## src/rtl/sha1_w_sched_if.sv

```systemverilog
// Block-in / schedule-word-out bundle between the SHA-1 round controller
// side (master) and the message-schedule stage (slave).
interface sha1_w_sched_if;
    logic         valid;
    logic [511:0] block_in;
    logic [7:0]   t_in;
    logic [31:0]  w_out;
    logic         w_valid;
    logic [7:0]   w_idx;
    logic         busy;
    logic         sync_err;

    modport master (
        output valid, block_in, t_in,
        input  w_out, w_valid, w_idx, busy, sync_err
    );

    modport slave (
        input  valid, block_in, t_in,
        output w_out, w_valid, w_idx, busy, sync_err
    );
endinterface

```

## src/rtl/sha1_w_sched.sv

```systemverilog
// SHA-1 message schedule: latches a 512-bit block and emits W0..W79 one per
// cycle from a 16-word sliding window, cross-checking the controller's t.
module sha1_w_sched #(
    parameter int ROUNDS = 80,
    parameter int WORD   = 32
) (
    input logic           clk,
    input logic           rst_n,
    sha1_w_sched_if.slave bus
);

    typedef enum logic {IDLE, RUN} state_t;

    state_t          state_reg, state_next;
    logic [WORD-1:0] win_reg [16];
    logic [WORD-1:0] load_word [16];
    logic [WORD-1:0] mix_word;
    logic [WORD-1:0] win15_next;
    logic [7:0]      cnt_reg, cnt_next;
    logic            sync_err_reg, sync_err_next;
    logic            load_en;
    logic            shift_en;

    // W0 sits in the most significant word of the block.
    generate
        for (genvar gi = 0; gi < 16; gi++) begin : g_load
            assign load_word[gi] = bus.block_in[16*WORD-1-WORD*gi -: WORD];
        end
    endgenerate

    assign mix_word   = win_reg[13] ^ win_reg[8] ^ win_reg[2] ^ win_reg[0];
    assign win15_next = {mix_word[WORD-2:0], mix_word[WORD-1]};

    always_comb begin
        state_next    = state_reg;
        cnt_next      = cnt_reg;
        sync_err_next = sync_err_reg;
        load_en       = 1'b0;
        shift_en      = 1'b0;
        case (state_reg)
            IDLE: begin
                if (bus.valid) begin
                    load_en       = 1'b1;
                    cnt_next      = 8'd0;
                    sync_err_next = 1'b0;
                    state_next    = RUN;
                end
            end
            RUN: begin
                shift_en = 1'b1;
                if (bus.t_in != cnt_reg) begin
                    sync_err_next = 1'b1;
                end
                if (cnt_reg == 8'(ROUNDS - 1)) begin
                    cnt_next   = 8'd0;
                    state_next = IDLE;
                end else begin
                    cnt_next = cnt_reg + 8'd1;
                end
            end
            default: state_next = IDLE;
        endcase
    end

    always_ff @(posedge clk or negedge rst_n) begin
        if (!rst_n) begin
            state_reg    <= IDLE;
            cnt_reg      <= 8'd0;
            sync_err_reg <= 1'b0;
        end else begin
            state_reg    <= state_next;
            cnt_reg      <= cnt_next;
            sync_err_reg <= sync_err_next;
        end
    end

    // Window shifts toward index 0; the new word enters at index 15.
    always_ff @(posedge clk or negedge rst_n) begin
        if (!rst_n) begin
            for (int i = 0; i < 16; i++) begin
                win_reg[i] <= '0;
            end
        end else if (load_en) begin
            for (int i = 0; i < 16; i++) begin
                win_reg[i] <= load_word[i];
            end
        end else if (shift_en) begin
            for (int i = 0; i < 15; i++) begin
                win_reg[i] <= win_reg[i+1];
            end
            win_reg[15] <= win15_next;
        end
    end

    assign bus.w_out    = win_reg[0];
    assign bus.w_valid  = (state_reg == RUN);
    assign bus.busy     = (state_reg == RUN);
    assign bus.w_idx    = cnt_reg;
    assign bus.sync_err = sync_err_reg;

endmodule
```

## src/flat_wrapper.sv

```systemverilog
// flat-port wrapper written by rule: the top's interface ports become plain ports
module sha1_w_sched_flat 
#(
    parameter int ROUNDS = 80,
    parameter int WORD   = 32
)
  (clk, rst_n, bus_valid, bus_block_in, bus_t_in, bus_w_out, bus_w_valid, bus_w_idx, bus_busy, bus_sync_err);
  sha1_w_sched_if bus_i ();
  input logic clk;
  input logic rst_n;
  input wire logic [$bits(bus_i.valid)-1:0] bus_valid;
  input wire logic [$bits(bus_i.block_in)-1:0] bus_block_in;
  input wire logic [$bits(bus_i.t_in)-1:0] bus_t_in;
  output wire logic [$bits(bus_i.w_out)-1:0] bus_w_out;
  output wire logic [$bits(bus_i.w_valid)-1:0] bus_w_valid;
  output wire logic [$bits(bus_i.w_idx)-1:0] bus_w_idx;
  output wire logic [$bits(bus_i.busy)-1:0] bus_busy;
  output wire logic [$bits(bus_i.sync_err)-1:0] bus_sync_err;
  assign bus_i.valid = bus_valid;
  assign bus_i.block_in = bus_block_in;
  assign bus_i.t_in = bus_t_in;
  assign bus_w_out = bus_i.w_out;
  assign bus_w_valid = bus_i.w_valid;
  assign bus_w_idx = bus_i.w_idx;
  assign bus_busy = bus_i.busy;
  assign bus_sync_err = bus_i.sync_err;
  sha1_w_sched #(.ROUNDS(ROUNDS), .WORD(WORD)) u_core (.clk(clk), .rst_n(rst_n), .bus(bus_i));
endmodule
```

## config.mk

```make
export PLATFORM = sky130hd
export DESIGN_NAME = sha1_w_sched_flat
export DESIGN_NICKNAME = d
export VERILOG_FILES = /design/src/rtl/sha1_w_sched_if.sv /design/src/rtl/sha1_w_sched.sv /design/src/flat_wrapper.sv
export SDC_FILE = /design/constraint.sdc
export NUM_CORES = 1
export LEC_CHECK = 0
export ABC_AREA = 1
export CAP_MARGIN = 20
export CORE_MARGIN = 8
export CORE_UTILIZATION = 46
export CTS_CLUSTER_SIZE = 28
export DETAILED_ROUTE_END_ITERATION = 16
export PLACE_DENSITY_LB_ADDON = 0.2
export SYNTH_ARGS = -nofsm -noshare
export SYNTH_HDL_FRONTEND = slang
export SYNTH_SLANG_ARGS = --single-unit
export TNS_END_PERCENT = 1
```

## constraint.sdc

```tcl
create_clock -name clk -period 1.9 [get_ports clk]
set_input_delay 0.38 -clock clk [delete_from_list [all_inputs] [get_ports clk]]
set_output_delay 0.38 -clock clk [all_outputs]
set_load 0.02 [all_outputs]
```

==> reports/qor.txt <==
Outcome = finished, final reports clean
Clk_skew = 27.0 ps
WL/cell = 23.3 µm
Placed Cells = 4,059
Syn_nets = 3,450
DRC = 0
CTS Buffer Depth = 3
WL final = 97,100 µm
# nets final = 3,962
First-pass GRT wire length = 144,000 µm
Layout overhead on the synthesized area = 36.2%
Mapped Area = 23,700 µm²
CP Class = reg -> out
Violation count after the first detailed-route iteration = 2,267
Crit path launch type = register
Crit-path slowest cell = dfrtp_1
Critical Path Max Stage Delay = 490 ps
Setup-failing EPs final = 0
Vias per inst = 5.41
Root Driver = clkbuf_16
Clock slew seen by the registers of the worst setup and hold paths = 60 ps
Slew Limit Headroom = 0.662
Placed wire-length estimate = 75,000 µm
Number of port buffers = 565
Die width = 243 µm
Worst-skew pair later-pin latency = 620 ps
Worst VDD drop = 0.000753 V
Post-DRT Antenna Nets = 0
Ys Warns = 0
Unrepaired setup endpoints after global routing = no
MaxCap Viol Count = 0
Cell Pwr Density = 1210 nW/µm²
Minimum clock period = 1870 ps
Htree depth = 2
Critical Path AT = 1490 ps
Cell taking the most area after synthesis = dfrtp_1
Max FO, Critical Path = 3
Starting Density = 0.464
Fmax = 0.535 GHz
CORE AREA = 51,100 µm²
Setup crit end kind = primary output
Worst-margin pin slew = 506 ps
CTS buffer count = 56
Row count = 83
Leakage = 14.5 nW
Final cycle utilization of the critical path = 0.983
Hold Crit Class = in -> async
Drt pass-1 iters = 6
Cell breakdown of the critical path = dlygate4sd2_1
Die H = 243 µm
Register bit count reported by yosys = 522
Yosys top cell area share = 0.551
Post-Layout Cell Count = 4,176
Ratio of cells with drive above 1 in the final layout = 0.0577
Overall Global Routing Usage = 0.320
Synth unique cells = 24
Slew Viols, Final = 0
Routed via count = 22.6k
Crit path buffers/inverters = 1
Full die area = 59,100 µm²
Mean Syn Cell Area = 8.11 µm²
Top delay family on crit path = flip-flops
Post-CTS setup buffers = 0
Hold WS = 278 ps
Number of flip-flops in the largest register = 480
Clock Sinks = 522
Initial antenna violation count = 14
Register area share after synthesis = 0.551
Global route overflow = 0
Pin count of the biggest net entering global routing = 85
Hold Vio Cnt, Final = 0
Gp weighted congestion = 0.948
Area contributors post-synth = dfrtp_1, nand2_1, nand3_1
Syn Inst Count = 2,926
I/O pins = 566
Crit path required time = 1520 ps
CTS tree = yes
Vias in the first global route = 23.0k
==> what timing repair did <==
action	in CTS	in global routing
endpoints found under the setup margin	43	4
hold buffers	1	0
resized for setup	62	4
gates cloned	0	0
hold endpoints to repair	20	0
==> logic make-up after synthesis <==
group / share of synthesized area
DFF: 0.551
adders and majority gates: 0.000528
xor gates and xnor gates: 0.0273
buffers and inverters: 0.0517
and+or+nand+nor: 0.335
AOI/OAI and AO/OA: 0.0346
==> area by class of cell <==
type / instances / area, µm²
diodes: 12 / 30.0
clock buffers: 87 / 1720
clock inverters: 17 / 248
fillers: 4459 / 18800
inverters: 41 / 154
multi-input cells: 2159 / 9430
flip-flops and latches: 522 / 13100
well taps: 680 / 851
repair buffers: 658 / 6790
==> per-stage QoR <==
step	instance area, µm²	util	setup TNS [ps]	setup slack, ps	total power [W]
after floorplan	23700	-	0	403	0.0224
after global placement	30300	0.594	-3620	-87.1	0.0271
final	32300	0.632	0	31.9	0.0390
after detailed placement	30300	0.594	-4040	-88.2	0.0274
after CTS	32300	0.632	0	1.59	0.0391
after global routing	32300	0.632	0	3.54	0.0409
==> metal layers <==
layer  GRT usage  vias to the layer above  part of all wire  wire (µm)
met5           0                        -           0.00038         37
li1            -                    10300                 -          -
met4       0.138                        6             0.041       3970
met3      0.0550                      173             0.070       6790
met1       0.414                    11100              0.40      39300
met2       0.527                      999              0.48      47000
==> cell usage after synthesis, drive strengths merged <==
cell    number
nor2        37
a31oi        1
a21oi        1
dfrtp      522
a21o         4
nor3         1
inv         41
nand2     1508
nand3      424
o21ai        9
clkbuf      23
buf        181
xnor2       21
a22oi       15
o211ai      79
nand4        1
xor2        53
o22ai        3
o221ai       1
ha           1
==> worst register-to-register path, stage by stage (launching register included) <==
cell	delay, ps
dfrtp_4	600
nor2_4	210
buf_12	300
buf_4	330
nand2_1	80
o211ai_1	110
==> worst paths after layout <==
check / start / slack, ps / depth (start not counted) / to
min reg2reg: u_core.win_reg[327]$_DFFE_PN0P_ / 460 / 2 / u_core.win_reg[359]$_DFFE_PN0P_
min in group clk: bus_block_in[443] / 310 / 3 / u_core.win_reg[443]$_DFFE_PN0P_
max: u_core.bus.w_out[10]$_DFFE_PN0P_ / 30 / 1 / bus_w_out[10]
min: rst_n / 280 / 2 / u_core.win_reg[125]$_DFFE_PN0P_
max in group asynchronous: rst_n / 810 / 3 / u_core.win_reg[60]$_DFFE_PN0P_
max reg2reg: u_core.bus.busy$_DFF_PN0_ / 180 / 5 / u_core.win_reg[15]$_DFFE_PN0P_
==> power by group <==
group / total, W / internal, W / leakage (nW) / switching [W]
sequential: 0.0186 / 0.0150 / 5.99 / 0.00358
clock: 0.0117 / 0.00701 / 0.968 / 0.00467
combinational: 0.00873 / 0.00408 / 7.54 / 0.00465
==> cell usage in the layout (no fill, tap or decap), drive strengths merged, types with 3 or more instances in the layout <==
master	count
a21o	4
a22oi	15
buf	95
bufinv	6
clkbuf	89
clkdlybuf4s15	7
clkdlybuf4s50	521
clkinv	7
dfrtp	522
diode	12
dlygate4sd2	32
inv	43
nand2	1508
nand3	424
nor2	37
o211ai	79
o21ai	9
o22ai	3
xnor2	21
xor2	53
Power figures use the tool's default switching activity.
==> RTL edit: new RTL, config.mk and constraints unchanged <==
Make the reset (`rst_n`) synchronous in 2 clocked blocks.
--- a/src/rtl/sha1_w_sched.sv
+++ b/src/rtl/sha1_w_sched.sv
@@ -62,7 +62,7 @@
         endcase
     end
 
-    always_ff @(posedge clk or negedge rst_n) begin
+    always_ff @(posedge clk) begin
         if (!rst_n) begin
             state_reg    <= IDLE;
             cnt_reg      <= 8'd0;
@@ -75,7 +75,7 @@
     end
 
     // Window shifts toward index 0; the new word enters at index 15.
-    always_ff @(posedge clk or negedge rst_n) begin
+    always_ff @(posedge clk) begin
         if (!rst_n) begin
             for (int i = 0; i < 16; i++) begin
                 win_reg[i] <= '0;
Function: differs if rst_n is asserted again (counterexample within 4 cycles, from zero or initial values and one cycle with rst_n low); with rst_n held inactive, the same outputs for 4 cycles.
==> RTL edit against the unedited design <==
Synthesized cell count fell by 23%; power fell by 23%; global-route usage fell by 7.3 points; sequential cell count did not move; design area rose by 2.4%; worst setup slack improved by 0.021 ns; synthesized area rose by 4.0%; wire length fell by 19%.
==> RTL edit: results (changes against the unedited design) <==
| Metric | Value |
|---|---|
| Outcome | complete, no violations |
| Placed insts | 3,418 (-16%) |
| Fraction of layout cells with a size suffix above 1 | 0.0616 (+0.00392) |
| FFs w/ async S/R, synth | 0 (-1.00) |
| Initial antenna violation count | 15 (+1) |
| Pleak | 14.6 nW (+0.90%) |
| GRT Overall Usage | 0.247 (-0.0731) |
| CP max FO | 2 (-1) |
| Mapped Cells | 2,267 (-23%) |
| CP peak stage delay | 0.44 ns (-0.05 ns) |
| 1st-iter DRT viols | 1,716 (-24%) |
| RePlAce Congestion | 0.888 (-6.3%) |
| Layout Nets | 3,304 (-17%) |
| Pre-Repair DR Iteration Count | 5 (-1) |
| Area after DPL | 31,400 µm² (+3.4%) |
| Largest net degree at the start of global routing | 94 (+11%) |
| DR WL/cell | 22.3 µm (-4.1%) |
| Filler cell count | 4,325 (-3.0%) |
| Worst IR Drop VDD | 707 µV (-6.1%) |
| Post-synth EDFFs | 512 (+512) |
| Post-synthesis net count | 2,791 (-19%) |
| Hold Path Class | in2reg |
| Pre-CTS setup slack | -0.138 ns (-0.0500 ns) |
| CTS clk-pin slew, worst paths | 0.06 ns (about the same) |
| Number of flip-flops in the largest register | 512 (+6.7%) |
| Detail Placement HPWL | 57.9 mm (-23%) |
| CP max stage cell | edfxtp_1 |
| Commonest cells post-synth | edfxtp_1, nand2_1, inv_1 |
| Measured slew at the worst slew-check pin | 0.676 ns (+0.171 ns) |
| Synth unique cells | 26 (+8.3%) |
| Number of global-route vias before repair | 18,500 (-19%) |
| M2 GR Usage | 0.367 (-0.160) |
| GRT met1 Usage | 0.358 (-0.0567) |
| First-pass GRT wire length | 113 mm (-22%) |
| Vias/cell | 5.29 (-2.2%) |
| Met3 GRT Util | 0.0570 (+0.00201) |
| Synth area leaders | edfxtp_1, o21a_1, nand2_1 |
| Setup Skew | 0.0131 ns (-0.0139 ns) |
| Port bufs | 565 (unchanged) |
| WL final | 78.9 mm (-19%) |
| Post-synthesis sequential area ratio | 0.632 (+0.0808) |
| CP delay by family, top | flip-flops |
| CP Data Arrival Time | 1.47 ns (-0.02 ns) |
RTL edit: where the power goes:
group,internal [mW],total [mW],switching [mW]
Clock,5.88,10.4,4.52
Sequential,14.3,15.0,0.671
Combinational,2.24,4.83,2.59
Total,22.4,30.2,7.78
RTL edit: logic make-up (layout without fill, tap and decap cells):
| family | count (synthesis) | after routing | synth area share |
|---|---|---|---|
| buffers and inverters | 429 | 986 | 0.0746 |
| and+or+nand+nor | 656 | 656 | 0.111 |
| xor gates and xnor gates | 73 | 73 | 0.0259 |
| AOI/OAI and AO/OA | 586 | 586 | 0.157 |
| DFF | 522 | 522 | 0.632 |
| other | 0 | 17 | 0 |
| adders and majority gates | 1 | 1 | 0.000507 |
RTL edit: area by class of cell:
cell class | count | area, µm² | share of cell area
repair buffers | 647 | 6660 | 0.202
clock inverters | 33 | 240 | 0.00727
inverters | 237 | 902 | 0.0273
flip-flops and latches | 522 | 15600 | 0.471
well taps | 696 | 871 | 0.0263
multi-input cells | 1316 | 7300 | 0.221
diodes | 17 | 42.5 | 0.00129
clock buffers | 69 | 1470 | 0.0445
RTL edit: repair_timing:
item                       in CTS  in global routing
setup endpoints to repair      43                  8
hold buffers                    0                  0
gates resized for setup        45                  2
RTL edit: final timing paths:
kind,from,to,slack (ns),cells after the start
max,u_core.win_reg[0][30],bus_w_out[30],0.05,1
min,rst_n,u_core.bus.w_idx[0],0.33,4
max reg2reg,u_core.bus.busy,u_core.win_reg[0][394],0.18,6
min reg2reg,u_core.bus.sync_err,u_core.bus.sync_err,0.48,2
RTL edit: routing by layer:
| metal | share of wire | vias to the layer above |
|---|---|---|
| li1 | - | 8906 |
| met1 | 0.44 | 8950 |
| met2 | 0.45 | 765 |
| met3 | 0.084 | 102 |
| met4 | 0.022 | 2 |
| met5 | 0.00016 | - |
